### config.mk
export PLATFORM = sky130hd
export DESIGN_NAME = bus_initiator
export DESIGN_NICKNAME = d
export VERILOG_FILES = /design/src/rtl/bus_initiator.sv
export SDC_FILE = /design/constraint.sdc
export NUM_CORES = 1
export LEC_CHECK = 0
export CORE_ASPECT_RATIO = 1.2
export CORE_UTILIZATION = 35
export CTS_BUF_LIST = sky130_fd_sc_hd__clkbuf_2
export CTS_CLUSTER_SIZE = 14
export DETAILED_ROUTE_END_ITERATION = 7
export GPL_TIMING_DRIVEN = 0
export MAX_ROUTING_LAYER = met4
export PLACE_DENSITY_LB_ADDON = 0.3
export SETUP_SLACK_MARGIN = 0.15
export SLEW_MARGIN = 5
export SYNTH_ARGS = -nofsm -noshare
export SYNTH_HDL_FRONTEND = slang
export SYNTH_SLANG_ARGS = --single-unit
### constraint.sdc
create_clock -name clk -period 2.1 [get_ports clk]
set_input_delay 0.21 -clock clk [delete_from_list [all_inputs] [get_ports clk]]
set_output_delay 0.21 -clock clk [all_outputs]
set_load 0.05 [all_outputs]
### src/rtl/bus_initiator.sv
// bus_initiator: CPU-side initiator for the memory-mapped device bus.
// Takes one load/store at a time, runs a strobed bus cycle, waits for the
// device ack (or gives up after TIMEOUT_CYCLES) and returns one response.
// Every output comes straight from a flop, so no input reaches an output
// within the same cycle.
module bus_initiator #(
  parameter int TIMEOUT_CYCLES = 16
) (
  input  logic        clk,
  input  logic        rst,
  input  logic        req_valid,
  output logic        req_ready,
  input  logic [31:0] req_addr,
  input  logic        req_write,
  input  logic [1:0]  req_size,
  input  logic [31:0] req_wdata,
  output logic        resp_valid,
  output logic [31:0] resp_rdata,
  output logic        resp_error,
  output logic [31:0] bus_addr,
  output logic [31:0] bus_wdata,
  output logic [3:0]  bus_byte_en,
  output logic        bus_rd,
  output logic        bus_wr,
  input  logic [31:0] bus_rdata,
  input  logic        bus_ack
);

  localparam int CW = (TIMEOUT_CYCLES > 2) ? $clog2(TIMEOUT_CYCLES) : 1;
  localparam logic [CW-1:0] CNT_LAST = CW'(TIMEOUT_CYCLES - 1);

  typedef enum logic [1:0] {IDLE, ACCESS, RESP} state_t;

  state_t        state_q, state_d;
  logic          req_ready_q, req_ready_d;
  logic          resp_valid_q, resp_valid_d;
  logic [31:0]   resp_rdata_q, resp_rdata_d;
  logic          resp_error_q, resp_error_d;
  logic [31:0]   bus_addr_q, bus_addr_d;
  logic [31:0]   bus_wdata_q, bus_wdata_d;
  logic [3:0]    bus_byte_en_q, bus_byte_en_d;
  logic          bus_rd_q, bus_rd_d;
  logic          bus_wr_q, bus_wr_d;
  logic [1:0]    size_q, size_d;
  logic [CW-1:0] cnt_q, cnt_d;

  logic          req_bad;
  logic [3:0]    req_be;
  logic [31:0]   req_lanes;
  logic [31:0]   rdata_shifted;
  logic [31:0]   rdata_aligned;

  // Decode the incoming request: legality, lane enables and replicated write data.
  always_comb begin
    req_bad   = 1'b0;
    req_be    = 4'b0000;
    req_lanes = req_wdata;
    case (req_size)
      2'd0: begin
        req_be    = 4'b0001 << req_addr[1:0];
        req_lanes = {4{req_wdata[7:0]}};
      end
      2'd1: begin
        req_bad   = req_addr[0];
        req_be    = 4'b0011 << req_addr[1:0];
        req_lanes = {2{req_wdata[15:0]}};
      end
      2'd2: begin
        req_bad   = (req_addr[1:0] != 2'b00);
        req_be    = 4'b1111;
        req_lanes = req_wdata;
      end
      default: req_bad = 1'b1;
    endcase
  end

  // Right-align the acked read data to its byte offset and trim it to the access size.
  always_comb begin
    rdata_shifted = bus_rdata >> {bus_addr_q[1:0], 3'b000};
    case (size_q)
      2'd0:    rdata_aligned = {24'h0, rdata_shifted[7:0]};
      2'd1:    rdata_aligned = {16'h0, rdata_shifted[15:0]};
      default: rdata_aligned = rdata_shifted;
    endcase
  end

  // Next-state and next-output logic for the IDLE -> ACCESS/RESP -> IDLE cycle.
  always_comb begin
    state_d       = state_q;
    req_ready_d   = req_ready_q;
    resp_valid_d  = resp_valid_q;
    resp_rdata_d  = resp_rdata_q;
    resp_error_d  = resp_error_q;
    bus_addr_d    = bus_addr_q;
    bus_wdata_d   = bus_wdata_q;
    bus_byte_en_d = bus_byte_en_q;
    bus_rd_d      = bus_rd_q;
    bus_wr_d      = bus_wr_q;
    size_d        = size_q;
    cnt_d         = cnt_q;
    case (state_q)
      IDLE: begin
        if (req_valid) begin
          req_ready_d = 1'b0;
          cnt_d       = '0;
          if (req_bad) begin
            state_d      = RESP;
            resp_valid_d = 1'b1;
            resp_error_d = 1'b1;
            resp_rdata_d = 32'h0;
          end else begin
            state_d       = ACCESS;
            bus_addr_d    = req_addr;
            bus_wdata_d   = req_lanes;
            bus_byte_en_d = req_be;
            bus_rd_d      = ~req_write;
            bus_wr_d      = req_write;
            size_d        = req_size;
          end
        end
      end
      ACCESS: begin
        if (bus_ack || (cnt_q == CNT_LAST)) begin
          state_d       = RESP;
          resp_valid_d  = 1'b1;
          resp_error_d  = ~bus_ack;
          resp_rdata_d  = (bus_ack && bus_rd_q) ? rdata_aligned : 32'h0;
          bus_addr_d    = 32'h0;
          bus_wdata_d   = 32'h0;
          bus_byte_en_d = 4'b0000;
          bus_rd_d      = 1'b0;
          bus_wr_d      = 1'b0;
          cnt_d         = '0;
        end else begin
          cnt_d = cnt_q + CW'(1);
        end
      end
      RESP: begin
        state_d      = IDLE;
        req_ready_d  = 1'b1;
        resp_valid_d = 1'b0;
        resp_rdata_d = 32'h0;
        resp_error_d = 1'b0;
        cnt_d        = '0;
      end
      default: begin
        state_d     = IDLE;
        req_ready_d = 1'b1;
      end
    endcase
  end

  // State and output registers with synchronous reset.
  always_ff @(posedge clk) begin
    if (rst) begin
      state_q       <= IDLE;
      req_ready_q   <= 1'b1;
      resp_valid_q  <= 1'b0;
      resp_rdata_q  <= 32'h0;
      resp_error_q  <= 1'b0;
      bus_addr_q    <= 32'h0;
      bus_wdata_q   <= 32'h0;
      bus_byte_en_q <= 4'b0000;
      bus_rd_q      <= 1'b0;
      bus_wr_q      <= 1'b0;
      size_q        <= 2'd0;
      cnt_q         <= '0;
    end else begin
      state_q       <= state_d;
      req_ready_q   <= req_ready_d;
      resp_valid_q  <= resp_valid_d;
      resp_rdata_q  <= resp_rdata_d;
      resp_error_q  <= resp_error_d;
      bus_addr_q    <= bus_addr_d;
      bus_wdata_q   <= bus_wdata_d;
      bus_byte_en_q <= bus_byte_en_d;
      bus_rd_q      <= bus_rd_d;
      bus_wr_q      <= bus_wr_d;
      size_q        <= size_d;
      cnt_q         <= cnt_d;
    end
  end

  assign req_ready   = req_ready_q;
  assign resp_valid  = resp_valid_q;
  assign resp_rdata  = resp_rdata_q;
  assign resp_error  = resp_error_q;
  assign bus_addr    = bus_addr_q;
  assign bus_wdata   = bus_wdata_q;
  assign bus_byte_en = bus_byte_en_q;
  assign bus_rd      = bus_rd_q;
  assign bus_wr      = bus_wr_q;

endmodule

==> results.sh, run 1 <==
export IMPL_crit_buf_inv=3
export IMPL_synthesis_area_um2=4850
export IMPL_firstDrtPassIters=5
export IMPL_overflow=0
export IMPL_gp_congestion=0.819
export IMPL_path_cells="inv_4 -> ha_4 -> nor2b_2 -> and2_4 -> o31a_1 -> buf_4 -> clkbuf_4 -> a22o_1"
export IMPL_vias=4554
export IMPL_wire_per_inst_um=17.6
export IMPL_clk_latency_ns=0.65
export IMPL_ant_nets=0
export IMPL_grt_pass1_vias=4713
export IMPL_cts_tree="yes"
export IMPL_min_from="req_size[0]"
export IMPL_area_growth_pct=51.7
export IMPL_route_detailed_drc=0
export IMPL_fillers=1234
export IMPL_synthArstFlopShare_pct=0
export IMPL_grt_pass1_wl_um=23800
export IMPL_p_total_mw=5.07
export IMPL_cp_depth=8
export IMPL_die_area_um2=14300
export IMPL_cp_required_ns=2.66
export IMPL_synth_cell_types=37
export IMPL_die_h_um=131
export IMPL_critical_path_top_delay_family="compound AO/OA/AOI/OAI gates"
export IMPL_nets=820
export IMPL_post_synth_inst_count=485
export IMPL_viasPerCell=5.09
export IMPL_drt_iter0_drc=174
export IMPL_hold_viol=0
export IMPL_hp_class="primary input to register"
export IMPL_r2r_end="bus_wdata[7]"
export IMPL_numClockSinks=113
export IMPL_r2r_start="state_q[1]"
export IMPL_final_common_cell="dfxtp_1"
export IMPL_setup_slack_ns=0.261
export IMPL_core_area_um2=13400
export IMPL_cts_max_path_buffers=2
export IMPL_hold_path_endpoint="bus_byte_en[1]"
export IMPL_rsz0062_at_grt="no"
export IMPL_multi_input_area_um2=2450
export IMPL_place_ws_ns=-0.303
export IMPL_synth_edf_count=0
export IMPL_maxSlewViolCount=0
export IMPL_hold_ws_ns=0.0968
export IMPL_end_kind="register"
export IMPL_synth_area_per_cell_um2=10.0
export IMPL_cts_root_buf="clkbuf_2"
export IMPL_status="complete, no violations"
export IMPL_mostFrequentLayoutCells="dfxtp_1 (111), dlygate4sd2_1 (104), clkdlybuf4s50_1 (100)"
export IMPL_timing_fmax_mhz=544
export IMPL_synth_net_count=592
export IMPL_worstPathArrival_ns=2.40
export IMPL_fin_skew_ns=0.0295
export IMPL_reg2reg_depth=8
export IMPL_hold_depth=5
export IMPL_dp_hpwl_um=11800
export IMPL_setup_viol=0
export IMPL_r2r_slack_ns=0.26
export IMPL_dieWidth_um=109
export IMPL_critical_path_max_stage_delay_ns=0.39
export IMPL_antenna_found_initial=1
export IMPL_ys_seq_area_share_pct=46.6
export IMPL_cts_clk_slew_worst_paths_ns=0.18
export IMPL_peakVddDrop_mv=0.381
export IMPL_wirelength_um=15700
export IMPL_grt_usage_pct=22.7
export IMPL_ys_warn_count=0
export IMPL_grt_max_degree=17
export IMPL_pin_count=208
export IMPL_final_layout_size_suffix_gt1_share_pct=11.2
export IMPL_cp_slowest_cell="dfxtp_2"
export IMPL_worst_pin_slew_ns=0.893
export IMPL_cts_buffers=17
export IMPL_htree_levels=4
export IMPL_min_period_ns=1.84
export IMPL_port_buffers=205
export IMPL_critPathKind="register to register"
export IMPL_crit_path_start_kind="register"
export IMPL_maxCapViolCount=0
export IMPL_cts_hold_buffers_added=0
export IMPL_synthFlopType="dfxtp_1"
export IMPL_start_util_pct=36.3
export IMPL_fin_crit_sh_pct=87.6
export IMPL_p_per_area_nw_per_um2=688
export IMPL_rows=46
export IMPL_register_area_um2=2260
export IMPL_p_leak_nw=3.38
export IMPL_synth_seq_cells=113
export IMPL_cp_max_fo=10
export IMPL_slew_headroom_pct=40.2
[power by group]
part / total, mW / leakage (nW) / internal [mW] / switching (mW)
combinational: 1.27 / 2.33 / 0.515 / 0.751
clock: 1.50 / 0.137 / 0.650 / 0.852
sequential: 2.30 / 0.918 / 2.25 / 0.0545
[routing by layer]
layer  GRT usage, %  part of all wire, %
met2           39.4                   50
met1           24.4                   40
met4           6.82                  1.1
met5              -                    0
met3           7.49                  8.3
[cells by family (layout without fill, tap and decap cells)]
| group | after synthesis | after routing | synth area share (%) |
|---|---|---|---|
| AOI/OAI and AO/OA | 116 | 116 | 18.7 |
| muxes | 87 | 87 | 18.2 |
| other | 0 | 1 | 0 |
| DFF | 113 | 113 | 46.6 |
| buffers and inverters | 44 | 284 | 4.23 |
| adders and majority gates | 4 | 4 | 1.03 |
| and+or+nand+nor | 121 | 121 | 11.2 |
[worst max-delay path by stage]
stage,from,endpoint
after global routing,state_q[0],bus_wdata[20]
after global placement,req_addr[0],bus_wdata[6]
after CTS,state_q[1],bus_addr[20]
after detailed placement,req_addr[0],bus_wdata[30]
after floorplan,bus_addr[0],resp_rdata[5]
final,state_q[1],bus_wdata[7]
[flip-flops by register name, summed over array words and instances (netlist names)]
name,count
bus_wr,1
bus_wdata,32
cnt_q,4
bus_rd,1
resp_error,1
bus_addr,32
bus_byte_en,4
state_q,2
size_q,2
resp_rdata,32
req_ready,1
resp_valid,1
[cells in the mapped netlist (2+ instances only)]
cell type | instances | area share (%)
mux2_2 | 9 | 2.1
o2bb2ai_1 | 26 | 4.7
o211ai_1 | 9 | 1.4
dfxtp_1 | 113 | 47
ha_1 | 4 | 1.0
nor2_1 | 8 | 0.62
mux2i_1 | 78 | 16
a22o_1 | 49 | 8.8
buf_4 | 7 | 1.1
and2_1 | 2 | 0.26
nand2b_1 | 2 | 0.26
clkbuf_1 | 17 | 1.3
o21ai_0 | 17 | 1.8
a21oi_1 | 8 | 0.82
nor3_1 | 3 | 0.31
inv_1 | 5 | 0.39
nand2_1 | 83 | 6.4
nand3_1 | 5 | 0.52
buf_1 | 3 | 0.23
and4b_1 | 2 | 0.41
buf_2 | 11 | 1.1
nor2b_1 | 8 | 1.0
or3_1 | 2 | 0.26
[metrics by stage]
| stage | setup TNS, ns | util (%) | cells | area (µm²) |
|---|---|---|---|---|
| after floorplan | 0 | - | 485 | 4850 |
| after global placement | -14.82 | 53.3 | 858 | 7120 |
| after detailed placement | -16.99 | 53.3 | 858 | 7120 |
| after CTS | 0 | 54.7 | 893 | 7300 |
| after global routing | 0 | 55.1 | 894 | 7360 |
| final | 0 | 55.1 | 894 | 7360 |
[layout make-up]
cell class                 instances  area share (%)
clock buffer                      19            1.29
timing repair buffer             209            26.5
antenna                            1          0.0340
buffer                            38            3.04
sequential                       113            30.8
inverter                           6           0.340
clock inverter                    12            1.94
tap                              168            2.85
multi-input combinational        328            33.2
[worst reg2reg max path: stages, from the launching register on]
cell	delay [ns]
dfxtp_2	0.39
inv_4	0.05
ha_4	0.15
nor2b_2	0.17
and2_4	0.19
o31a_1	0.27
buf_4	0.16
clkbuf_4	0.20
a22o_1	0.20
[what timing repair did]
action	4_1_cts	5_1_grt
pin swaps	2	1
gates resized for setup	123	24
endpoints found under the hold margin	0	0
setup endpoints to repair	172	98
gates cloned	0	0
setup buffers	4	0
(Power assumes the default switching activity.)
==> run 2: changes to the inputs <==
--- a/config.mk
+++ b/config.mk
@@ -10,6 +10,7 @@
 export CTS_BUF_LIST = sky130_fd_sc_hd__clkbuf_2
 export CTS_CLUSTER_SIZE = 14
 export DETAILED_ROUTE_END_ITERATION = 7
+export GPL_ROUTABILITY_DRIVEN = 0
 export GPL_TIMING_DRIVEN = 0
 export MAX_ROUTING_LAYER = met4
 export PLACE_DENSITY_LB_ADDON = 0.3
==> results of run 2 <==
Same layout as run 1: the final DEF is identical, and so are final timing and power.
